**src/rtl/div_pkg.sv**
```systemverilog
// Shared types and constants for the sequential divider: FSM encoding, default widths,
// and the divide-by-zero quotient fill.
package div_pkg;

  typedef enum logic [1:0] {
    IDLE = 2'd0,
    CALC = 2'd1,
    DONE = 2'd2
  } div_state_e;

  localparam int DIV_DW_DEFAULT = 32;
  localparam int DIV_CW_DEFAULT = 7;

  // Divide-by-zero quotient is all-ones; replicated to 2*DW at the use site.
  localparam logic DBZ_QUOT_BIT = 1'b1;

endpackage

```
**src/rtl/div_step.sv**
```systemverilog
// One combinational restoring-division step: shift the next dividend bit into the partial
// remainder, subtract the divisor if it fits, and emit the resulting quotient bit.
module div_step #(
  parameter int DW = 32
) (
  input  logic [DW:0]   p_i,
  input  logic          bit_i,
  input  logic [DW-1:0] divisor_i,
  output logic [DW:0]   p_o,
  output logic          q_o
);

  logic [DW:0] p_shift;
  logic [DW:0] dvs_ext;

  assign p_shift = {p_i[DW-1:0], bit_i};
  assign dvs_ext = {1'b0, divisor_i};
  assign q_o     = (p_shift >= dvs_ext);
  assign p_o     = q_o ? (p_shift - dvs_ext) : p_shift;

endmodule

```
**src/rtl/seq_divider.sv**
```systemverilog
// Sequential unsigned restoring divider, 2*DW / DW, one quotient bit per cycle; results
// registered on done. Optional SEQ_DIVIDER_EARLY_OUT_EN finishes in one cycle when dividend < divisor.
module seq_divider
  import div_pkg::*;
#(
  parameter int DW = DIV_DW_DEFAULT,
  parameter int CW = DIV_CW_DEFAULT
) (
  input  logic            clk,
  input  logic            rst,
  input  logic            start,
  input  logic [2*DW-1:0] dividend,
  input  logic [DW-1:0]   divisor,
  output logic            busy,
  output logic            done,
  output logic [2*DW-1:0] quotient,
  output logic [DW-1:0]   remainder,
  output logic            div_by_zero
);

  localparam logic [CW-1:0] LAST_CNT = CW'(2*DW-1);

  div_state_e      state_q;
  logic [CW-1:0]   cnt_q;
  logic [DW:0]     p_q;
  logic [2*DW-1:0] q_q;
  logic [DW-1:0]   dvs_q;
  logic            busy_q;
  logic            done_q;
  logic            dbz_q;
  logic [2*DW-1:0] quot_q;
  logic [DW-1:0]   rem_q;

  logic [DW:0]     p_d;
  logic            qbit_d;
  logic [2*DW-1:0] q_d;
  logic            early_out;

  div_step #(.DW(DW)) u_step (
    .p_i      (p_q),
    .bit_i    (q_q[2*DW-1]),
    .divisor_i(dvs_q),
    .p_o      (p_d),
    .q_o      (qbit_d)
  );

  assign q_d = {q_q[2*DW-2:0], qbit_d};

`ifdef SEQ_DIVIDER_EARLY_OUT_EN
  assign early_out = (divisor != '0) && ({{DW{1'b0}}, divisor} > dividend);
`else
  assign early_out = 1'b0;
`endif

  always_ff @(posedge clk) begin
    if (rst) begin
      state_q <= IDLE;
      cnt_q   <= '0;
      p_q     <= '0;
      q_q     <= '0;
      dvs_q   <= '0;
      busy_q  <= 1'b0;
      done_q  <= 1'b0;
      dbz_q   <= 1'b0;
      quot_q  <= '0;
      rem_q   <= '0;
    end else begin
      case (state_q)
        IDLE: begin
          done_q <= 1'b0;
          if (start) begin
            dvs_q  <= divisor;
            busy_q <= 1'b1;
            if (divisor == '0) begin
              state_q <= DONE;
              done_q  <= 1'b1;
              quot_q  <= {(2*DW){DBZ_QUOT_BIT}};
              rem_q   <= dividend[DW-1:0];
              dbz_q   <= 1'b1;
            end else if (early_out) begin
              state_q <= DONE;
              done_q  <= 1'b1;
              quot_q  <= '0;
              rem_q   <= dividend[DW-1:0];
              dbz_q   <= 1'b0;
            end else begin
              state_q <= CALC;
              p_q     <= '0;
              q_q     <= dividend;
              cnt_q   <= '0;
              dbz_q   <= 1'b0;
            end
          end
        end
        CALC: begin
          p_q   <= p_d;
          q_q   <= q_d;
          cnt_q <= cnt_q + CW'(1);
          // The last step's result goes straight to the output registers.
          if (cnt_q == LAST_CNT) begin
            state_q <= DONE;
            done_q  <= 1'b1;
            quot_q  <= q_d;
            rem_q   <= p_d[DW-1:0];
          end
        end
        DONE: begin
          state_q <= IDLE;
          done_q  <= 1'b0;
          busy_q  <= 1'b0;
        end
        default: begin
          state_q <= IDLE;
          done_q  <= 1'b0;
          busy_q  <= 1'b0;
        end
      endcase
    end
  end

  assign busy        = busy_q;
  assign done        = done_q;
  assign quotient    = quot_q;
  assign remainder   = rem_q;
  assign div_by_zero = dbz_q;

endmodule
```
**config.mk**
```make
export PLATFORM = sky130hd
export DESIGN_NAME = seq_divider
export DESIGN_NICKNAME = d
export VERILOG_FILES = /design/src/rtl/div_pkg.sv /design/src/rtl/div_step.sv /design/src/rtl/seq_divider.sv
export SDC_FILE = /design/constraint.sdc
export NUM_CORES = 1
export LEC_CHECK = 0
export BUFFER_PORTS_ARGS = -buffer_cell sky130_fd_sc_hd__buf_2
export CORE_MARGIN = 2
export CORE_UTILIZATION = 40
export CTS_CLUSTER_SIZE = 12
export DETAILED_ROUTE_END_ITERATION = 6
export HOLD_SLACK_MARGIN = 0.12
export SLEW_MARGIN = 0
export SYNTH_ARGS = -nofsm -noshare
export SYNTH_HDL_FRONTEND = slang
export SYNTH_HIERARCHICAL = 1
export SYNTH_SLANG_ARGS = --single-unit
export TNS_END_PERCENT = 20
```
**constraint.sdc**
```tcl
create_clock -name clk -period 5.07 [get_ports clk]
set_input_delay 0.2535 -clock clk [delete_from_list [all_inputs] [get_ports clk]]
set_output_delay 0.2535 -clock clk [all_outputs]
set_load 0.005 [all_outputs]
```
After elaboration in Yosys (flattened, before gate mapping)
Cells that the tools add are included.

operators by class
  $add $sub $neg = 2
  multiply operators = 0
  div/mod/pow operators = 0
  magnitude comparators = 1
  eq/ne operators = 6
  shift operators = 0
  muxes and demuxes = 28
  bitwise operators = 1
  reduce and logical (&&, ||, !) cells = 8

operators by type and width
  kind                   count
  $mux W64               5
  $pmux W64 S2           2
  $mux W32               6
  $pmux W32 S2           2
  $ge A33 B32 Y1         1
  $logic_not A32 Y1      1
  $sub A32 B32 Y32       1
  $mux W7                2
  $pmux W7 S2            1
  $ne A2 B2 Y1 const B   4
  $add A7 B1 Y7 const B  1
  $eq A7 B6 Y1 const B   1
  $mux W2                3
  $reduce_and A2 Y1      3
  $mux W1                4
  $pmux W1 S2            2
  $pmux W2 S2            1
  $reduce_and A4 Y1      1
  $reduce_and A3 Y1      1
  $eq A2 B1 Y1 const B   1
  $logic_not A2 Y1       1
  $reduce_bool A2 Y1     1
  $not A1 Y1             1

storage, ports and cells
  bits in registers = 236
  bits in latches = 0
  bits in writable memories = 0
  ROM bits = 0
  bits of input ports = 99
  output and inout bits = 99
  logic and storage cells = 56
  memories kept = 0

Logic depth before layout (Yosys ltp)
  depth in word-level cells = 4
  depth in mapped cells = 15
  depth with buffers taken out = 15

Modules after synthesis
Netlist, hierarchy kept.

modules (own cells, without submodules)
  module       instances  cells each  area each (µm²)  sequential area each (µm²)
  seq_divider  1          977         9006.1           4744.6
  div_step     1          365         2412.3           0.0

Worst setup path after synthesis
Ideal clock, no wire load.

  kind = flip-flop to flip-flop
  from = register q_q[63]
  to = register rem_q[28], in the netlist remainder[28]
  setup time = 0.134 ns
  arrival time = 2.742 ns
  required time = 4.936 ns
  setup slack = 2.194 ns
  stages on the path, launching flop included = 16
  buffers on the path = 0
  clock period less this slack = 2.876 ns
  path through = dfxtp_1 -> inv_1 -> ha_1 -> fa_1 -> and2b_1 -> o21bai_4 -> a211oi_2 -> o31ai_2 -> a21oi_2 -> a21oi_2 -> o31ai_2 -> xnor2_1 -> mux2_4 -> and2_1 -> a21oi_1 -> a211oi_1

between the ends
  word-level cells in the longest chain between the ends = 4
  elaborated cells on any way between the ends = 5
  classes of those cells = 1 x add/sub; 1 x order compare; 3 x mux

RTL lines
  what                                                line                            RTL
  start, declared                                     seq_divider.sv:26               logic [2*DW-1:0] q_q;
  start signal, assigned                              seq_divider.sv:89               q_q <= dividend;
  start signal, assigned                              seq_divider.sv:97               q_q <= q_d;
  $sub A32 B32 Y32 or $ge A33 B32 Y1 (tied branches)  div_step.sv:19, div_step.sv:18
  $mux W32 *                                          div_step.sv:19                  assign p_o = q_o ? (p_shift - dvs_ext) : p_shift;
  named net p_d[28]                                   seq_divider.sv:34               logic [DW:0] p_d;
  $mux W32 *                                          seq_divider.sv:100              if (cnt_q == LAST_CNT) begin
  $pmux W32 S2 *                                      seq_divider.sv:68               case (state_q)
  end signal, assigned                                seq_divider.sv:78               rem_q <= dividend[DW-1:0];
  end signal, assigned                                seq_divider.sv:84               rem_q <= dividend[DW-1:0];
  end signal, assigned                                seq_divider.sv:104              rem_q <= p_d[DW-1:0];
  end, declared                                       seq_divider.sv:32               logic [DW-1:0] rem_q;

The timed path passes the listed nets; every way through them passes the cells marked *. The select of a mux whose other input is x is not followed.
A chain may end at the register's enable or synchronous reset.

Final worst setup path
  from = register dvs_q[23]
  to = register rem_q[13], in the netlist remainder[13]

between the ends
  word-level cells in the longest chain between the ends = 4

RTL lines
  what                    line                RTL
  start, declared         seq_divider.sv:27   logic [DW-1:0] dvs_q;
  start signal, assigned  seq_divider.sv:72   dvs_q <= divisor;
  $ge A33 B32 Y1          div_step.sv:18      assign q_o = (p_shift >= dvs_ext);
  named net qbit_d        seq_divider.sv:35   logic qbit_d;
  $mux W32                div_step.sv:19
  named net p_d[13]       seq_divider.sv:34
  $mux W32                seq_divider.sv:100
  $pmux W32 S2            seq_divider.sv:68

The timed path passes the listed nets, and every way through them passes these cells. The select of a mux whose other input is x is not followed.

==> flow_summary.html <==
<table>
<tr><th>Metric</th><th>Value</th></tr>
<tr><th colspan="2">Placed design</th></tr>
<tr><td>Quantity of I/O buffers inserted on ports</td><td>197</td></tr>
<tr><td>Dpl cell area</td><td>12,500 sq um</td></tr>
<tr><td>Final weighted congestion in routability-driven placement</td><td>0.891</td></tr>
<tr><td>Dpl hpwl</td><td>23,300 microns</td></tr>
<tr><th colspan="2">Route</th></tr>
<tr><td>Avg WL per Cell</td><td>17.8 microns</td></tr>
<tr><td>Number of antenna-violating nets in the routed design</td><td>0</td></tr>
<tr><td>Total wire length</td><td>34,700 microns</td></tr>
<tr><td>Routed wire length on met3</td><td>1940 microns</td></tr>
<tr><td>Highest Signal Layer</td><td>met4</td></tr>
<tr><td>Vias per cell</td><td>5.49</td></tr>
<tr><td>Number of iterations in the first detailed-routing pass</td><td>5</td></tr>
<tr><td>DRC Markers</td><td>0</td></tr>
<tr><td>Total vias in the final route</td><td>10,700</td></tr>
<tr><td>Routed length on met1</td><td>17,000 microns</td></tr>
<tr><td>Metal2 WL</td><td>15,100 microns</td></tr>
<tr><td>Starting DRT DRC Count</td><td>990</td></tr>
<tr><th colspan="2">CTS</th></tr>
<tr><td>Number of buffers between clock root and the deepest sink</td><td>3</td></tr>
<tr><td>Clock latency on the worst-skew pair</td><td>0.54 ns</td></tr>
<tr><td>Maximum level of the CTS H-tree</td><td>1</td></tr>
<tr><td>Clock-pin transition on the worst setup and hold timing paths</td><td>0.06 ns</td></tr>
<tr><td>Count of cells resized by post-cts repair</td><td>0</td></tr>
<tr><td>Clock sink count</td><td>236</td></tr>
<tr><td>Buffer type at the clock tree root</td><td>sky130_fd_sc_hd__clkbuf_16</td></tr>
<tr><td>Total clock buffers created by CTS</td><td>26</td></tr>
<tr><td>CTS tree</td><td>done</td></tr>
<tr><th colspan="2">Logic synthesis</th></tr>
<tr><td>Cell Area, Synth</td><td>11,300 sq um</td></tr>
<tr><td>Average footprint of a synthesized cell</td><td>8.52 sq um</td></tr>
<tr><td>Synthesized netlist net count</td><td>1,463</td></tr>
<tr><td>Post-Synthesis Cells</td><td>1,330</td></tr>
<tr><td>Number of synthesis warnings</td><td>6</td></tr>
<tr><th colspan="2">Pwr</th></tr>
<tr><td>Switching power share of the total</td><td>38.4%</td></tr>
<tr><td>Logic gate share of total power</td><td>45.8%</td></tr>
<tr><td>Peak ir drop on the vdd network</td><td>0.389 mV</td></tr>
<tr><td>Internal Pwr Total</td><td>4540 uW</td></tr>
<tr><td>Power density normalized to cell area</td><td>515 nW/um^2</td></tr>
<tr><td>Sequential fraction of design power</td><td>28.8%</td></tr>
<tr><td>Total power of the final layout</td><td>7370 uW</td></tr>
<tr><td>Leak pwr</td><td>0.00612 uW</td></tr>
<tr><td>Net Sw Power</td><td>2830 uW</td></tr>
<tr><td>Portion of total power attributed to the clock network</td><td>25.4%</td></tr>
<tr><th colspan="2">Finish</th></tr>
<tr><td>Share of layout cells above drive strength 1</td><td>23.9%</td></tr>
<tr><td>Fin nets</td><td>1,689</td></tr>
<tr><td>Layout overhead on the synthesized area</td><td>26.1%</td></tr>
<tr><td>Most frequent cells in the layout</td><td>sky130_fd_sc_hd__dfxtp_1, sky130_fd_sc_hd__buf_2, sky130_fd_sc_hd__nor2_1</td></tr>
<tr><td>Final cell area excluding filler cells</td><td>14,300 sq um</td></tr>
<tr><td>Utilization after layout</td><td>51.3%</td></tr>
<tr><td>Leading cell type in the layout, fill and taps excluded</td><td>sky130_fd_sc_hd__dfxtp_1</td></tr>
<tr><td>Multi-input logic area</td><td>5880 sq um</td></tr>
<tr><td>Area taken by flip-flops and latches</td><td>4720 sq um</td></tr>
<tr><td>Count of fill cells added during filler insertion</td><td>2,638</td></tr>
<tr><td>Number of antenna cells inserted</td><td>0</td></tr>
<tr><th colspan="2">Floorplanning</th></tr>
<tr><td>Starting density of the core</td><td>40.7%</td></tr>
<tr><td>Die Ht</td><td>172 microns</td></tr>
<tr><td>Die Footprint</td><td>29,700 sq um</td></tr>
<tr><td>Chip Width</td><td>172 microns</td></tr>
<tr><td>Area of the core</td><td>27,900 sq um</td></tr>
<tr><td>Standard-cell row count</td><td>61</td></tr>
<tr><td>Boundary Pins</td><td>198</td></tr>
<tr><th colspan="2">Run status</th></tr>
<tr><td>Status</td><td>finished, final reports clean</td></tr>
<tr><th colspan="2">Worst setup path</th></tr>
<tr><td>Worst R2R Start</td><td>dvs_q[23]$_SDFFE_PP0P_</td></tr>
<tr><td>Peak fanout along the critical path</td><td>31</td></tr>
<tr><td>Worst R2R End</td><td>remainder[13]$_SDFFE_PP0P_</td></tr>
<tr><td>Arrival time at the worst endpoint</td><td>3.99 ns</td></tr>
<tr><td>Category of the critical setup timing path</td><td>flip-flop to flip-flop</td></tr>
<tr><td>Logic depth of the worst register-to-register path</td><td>13</td></tr>
<tr><td>R2R Setup Slk</td><td>1.46 ns</td></tr>
<tr><td>Termination of the worst setup path</td><td>remainder[13]$_SDFFE_PP0P_</td></tr>
<tr><td>Nature of the critical path endpoint</td><td>flip-flop</td></tr>
<tr><td>Crit path launch</td><td>dvs_q[23]$_SDFFE_PP0P_</td></tr>
<tr><td>Required @ worst endpoint</td><td>5.45 ns</td></tr>
<tr><td>Nature of the critical path startpoint</td><td>flip-flop</td></tr>
<tr><th colspan="2">Timing</th></tr>
<tr><td>Final number of setup-violating endpoints</td><td>0</td></tr>
<tr><td>Max Fclk</td><td>277 MHz</td></tr>
<tr><td>Worst relative slew slack</td><td>19.6%</td></tr>
<tr><td>Minimum period implied by the final worst setup slack</td><td>3.61 ns</td></tr>
<tr><td>Number of max-slew violations in the final report</td><td>0</td></tr>
<tr><td>Final clock period utilization by the worst path</td><td>71.3%</td></tr>
<tr><td>Clock tree skew after final layout</td><td>0.00767 ns</td></tr>
<tr><td>Slew at the pin closest to its max-slew limit</td><td>1.21 ns</td></tr>
<tr><td>Summed negative setup slack over all endpoints</td><td>0 ns</td></tr>
<tr><td>Final count of hold timing violations</td><td>0</td></tr>
<tr><td>RSZ-0062 raised after global routing</td><td>no</td></tr>
<tr><th colspan="2">Global routing</th></tr>
<tr><td>Maximum number of pins on one net before global-route repair</td><td>82</td></tr>
<tr><td>GRT Residual Overflow</td><td>0</td></tr>
<tr><td>Via count of the first global-routing pass</td><td>9,953</td></tr>
<tr><td>Initial antenna violation count</td><td>0</td></tr>
<tr><td>First-pass GRT wire length</td><td>54,100 microns</td></tr>
<tr><td>Total routing resource utilization after global routing</td><td>22.6%</td></tr>
<tr><th colspan="2">Hold path</th></tr>
<tr><td>Tightest Hold Check Type</td><td>input pin to flip-flop</td></tr>
<tr><th colspan="2">Flow run</th></tr>
<tr><td>Number of max-cap violations</td><td>0</td></tr>
</table>
worst max-delay path, cell delays in order (launching register included):
cell and delay [ns]:
sky130_fd_sc_hd__dfxtp_1 0.32, sky130_fd_sc_hd__inv_1 0.04, sky130_fd_sc_hd__ha_1 0.39, sky130_fd_sc_hd__nand2_1 0.16, sky130_fd_sc_hd__nor3_2 0.32, sky130_fd_sc_hd__o211ai_1 0.13, sky130_fd_sc_hd__a211oi_1 0.23, sky130_fd_sc_hd__a211oi_2 0.12
sky130_fd_sc_hd__o21ai_4 0.71, sky130_fd_sc_hd__buf_4 0.37, sky130_fd_sc_hd__mux2_4 0.31, sky130_fd_sc_hd__and2_1 0.15, sky130_fd_sc_hd__a21oi_1 0.11, sky130_fd_sc_hd__a211oi_1 0.08
power by group through the flow:
stage	clock network, uW	registers (uW)	logic (uW)
2_1_floorplan	0	2120	2700
3_3_place_gp	0	2160	3240
3_5_place_dp	0	2160	3250
4_1_cts	1910	2120	3330
5_1_grt	1980	2140	3710
6_report	1870	2120	3380
how the worst min path moves through the flow:
stage / startpoint / end / slack (ns) / cells after the start
2_1_floorplan: divisor[10] / dvs_q[10]$_SDFFE_PP0P_ / 0.39 / 2
3_3_place_gp: dvs_q[7]$_SDFFE_PP0P_ / dvs_q[7]$_SDFFE_PP0P_ / 0.44 / 2
3_5_place_dp: dvs_q[6]$_SDFFE_PP0P_ / dvs_q[6]$_SDFFE_PP0P_ / 0.45 / 2
4_1_cts: dividend[8] / remainder[8]$_SDFFE_PP0P_ / 0.14 / 3
5_1_grt: dividend[8] / remainder[8]$_SDFFE_PP0P_ / 0.15 / 3
6_report: dividend[8] / remainder[8]$_SDFFE_PP0P_ / 0.16 / 3
sequential cells by signal (all words and copies together) (netlist names):
register     count
cnt_q            7
p_q             32
remainder       32
div_by_zero      1
dvs_q           32
done             1
q_q             64
quotient        64
busy             1
state_q          2
repair_timing:
action | 4_1_cts | 5_1_grt
buffers inserted | 0 | 0
hold buffers | 96 | 0
hold endpoints to repair | 103 | 0
cell type report:
type / count / share of cell area [%]
clock buffer: 41 / 5.51
inverter: 75 / 1.97
multi-input combinational: 907 / 41.2
sequential: 236 / 33.1
timing repair buffer: 310 / 14.6
tap: 378 / 3.31
clock inverter: 3 / 0.359
metrics by stage:
stage                     worst slack [ns]  std cells  hold WS, ns
final                                 1.46       1950        0.157
after global routing                  1.17       1950        0.145
after CTS                             1.45       1950        0.141
after detailed placement              1.46       1810        0.447
after global placement                1.55       1810        0.444
after floorplan                       2.21       1330        0.389
metal layers:
layer  vias to the layer above  global-route usage (%)
met2                       352                    35.6
met5                         -                       0
met4                         0                    5.33
met1                      5058                    32.9
li1                       5254                       -
met3                        50                    2.72
Power figures use the tool's default switching activity.
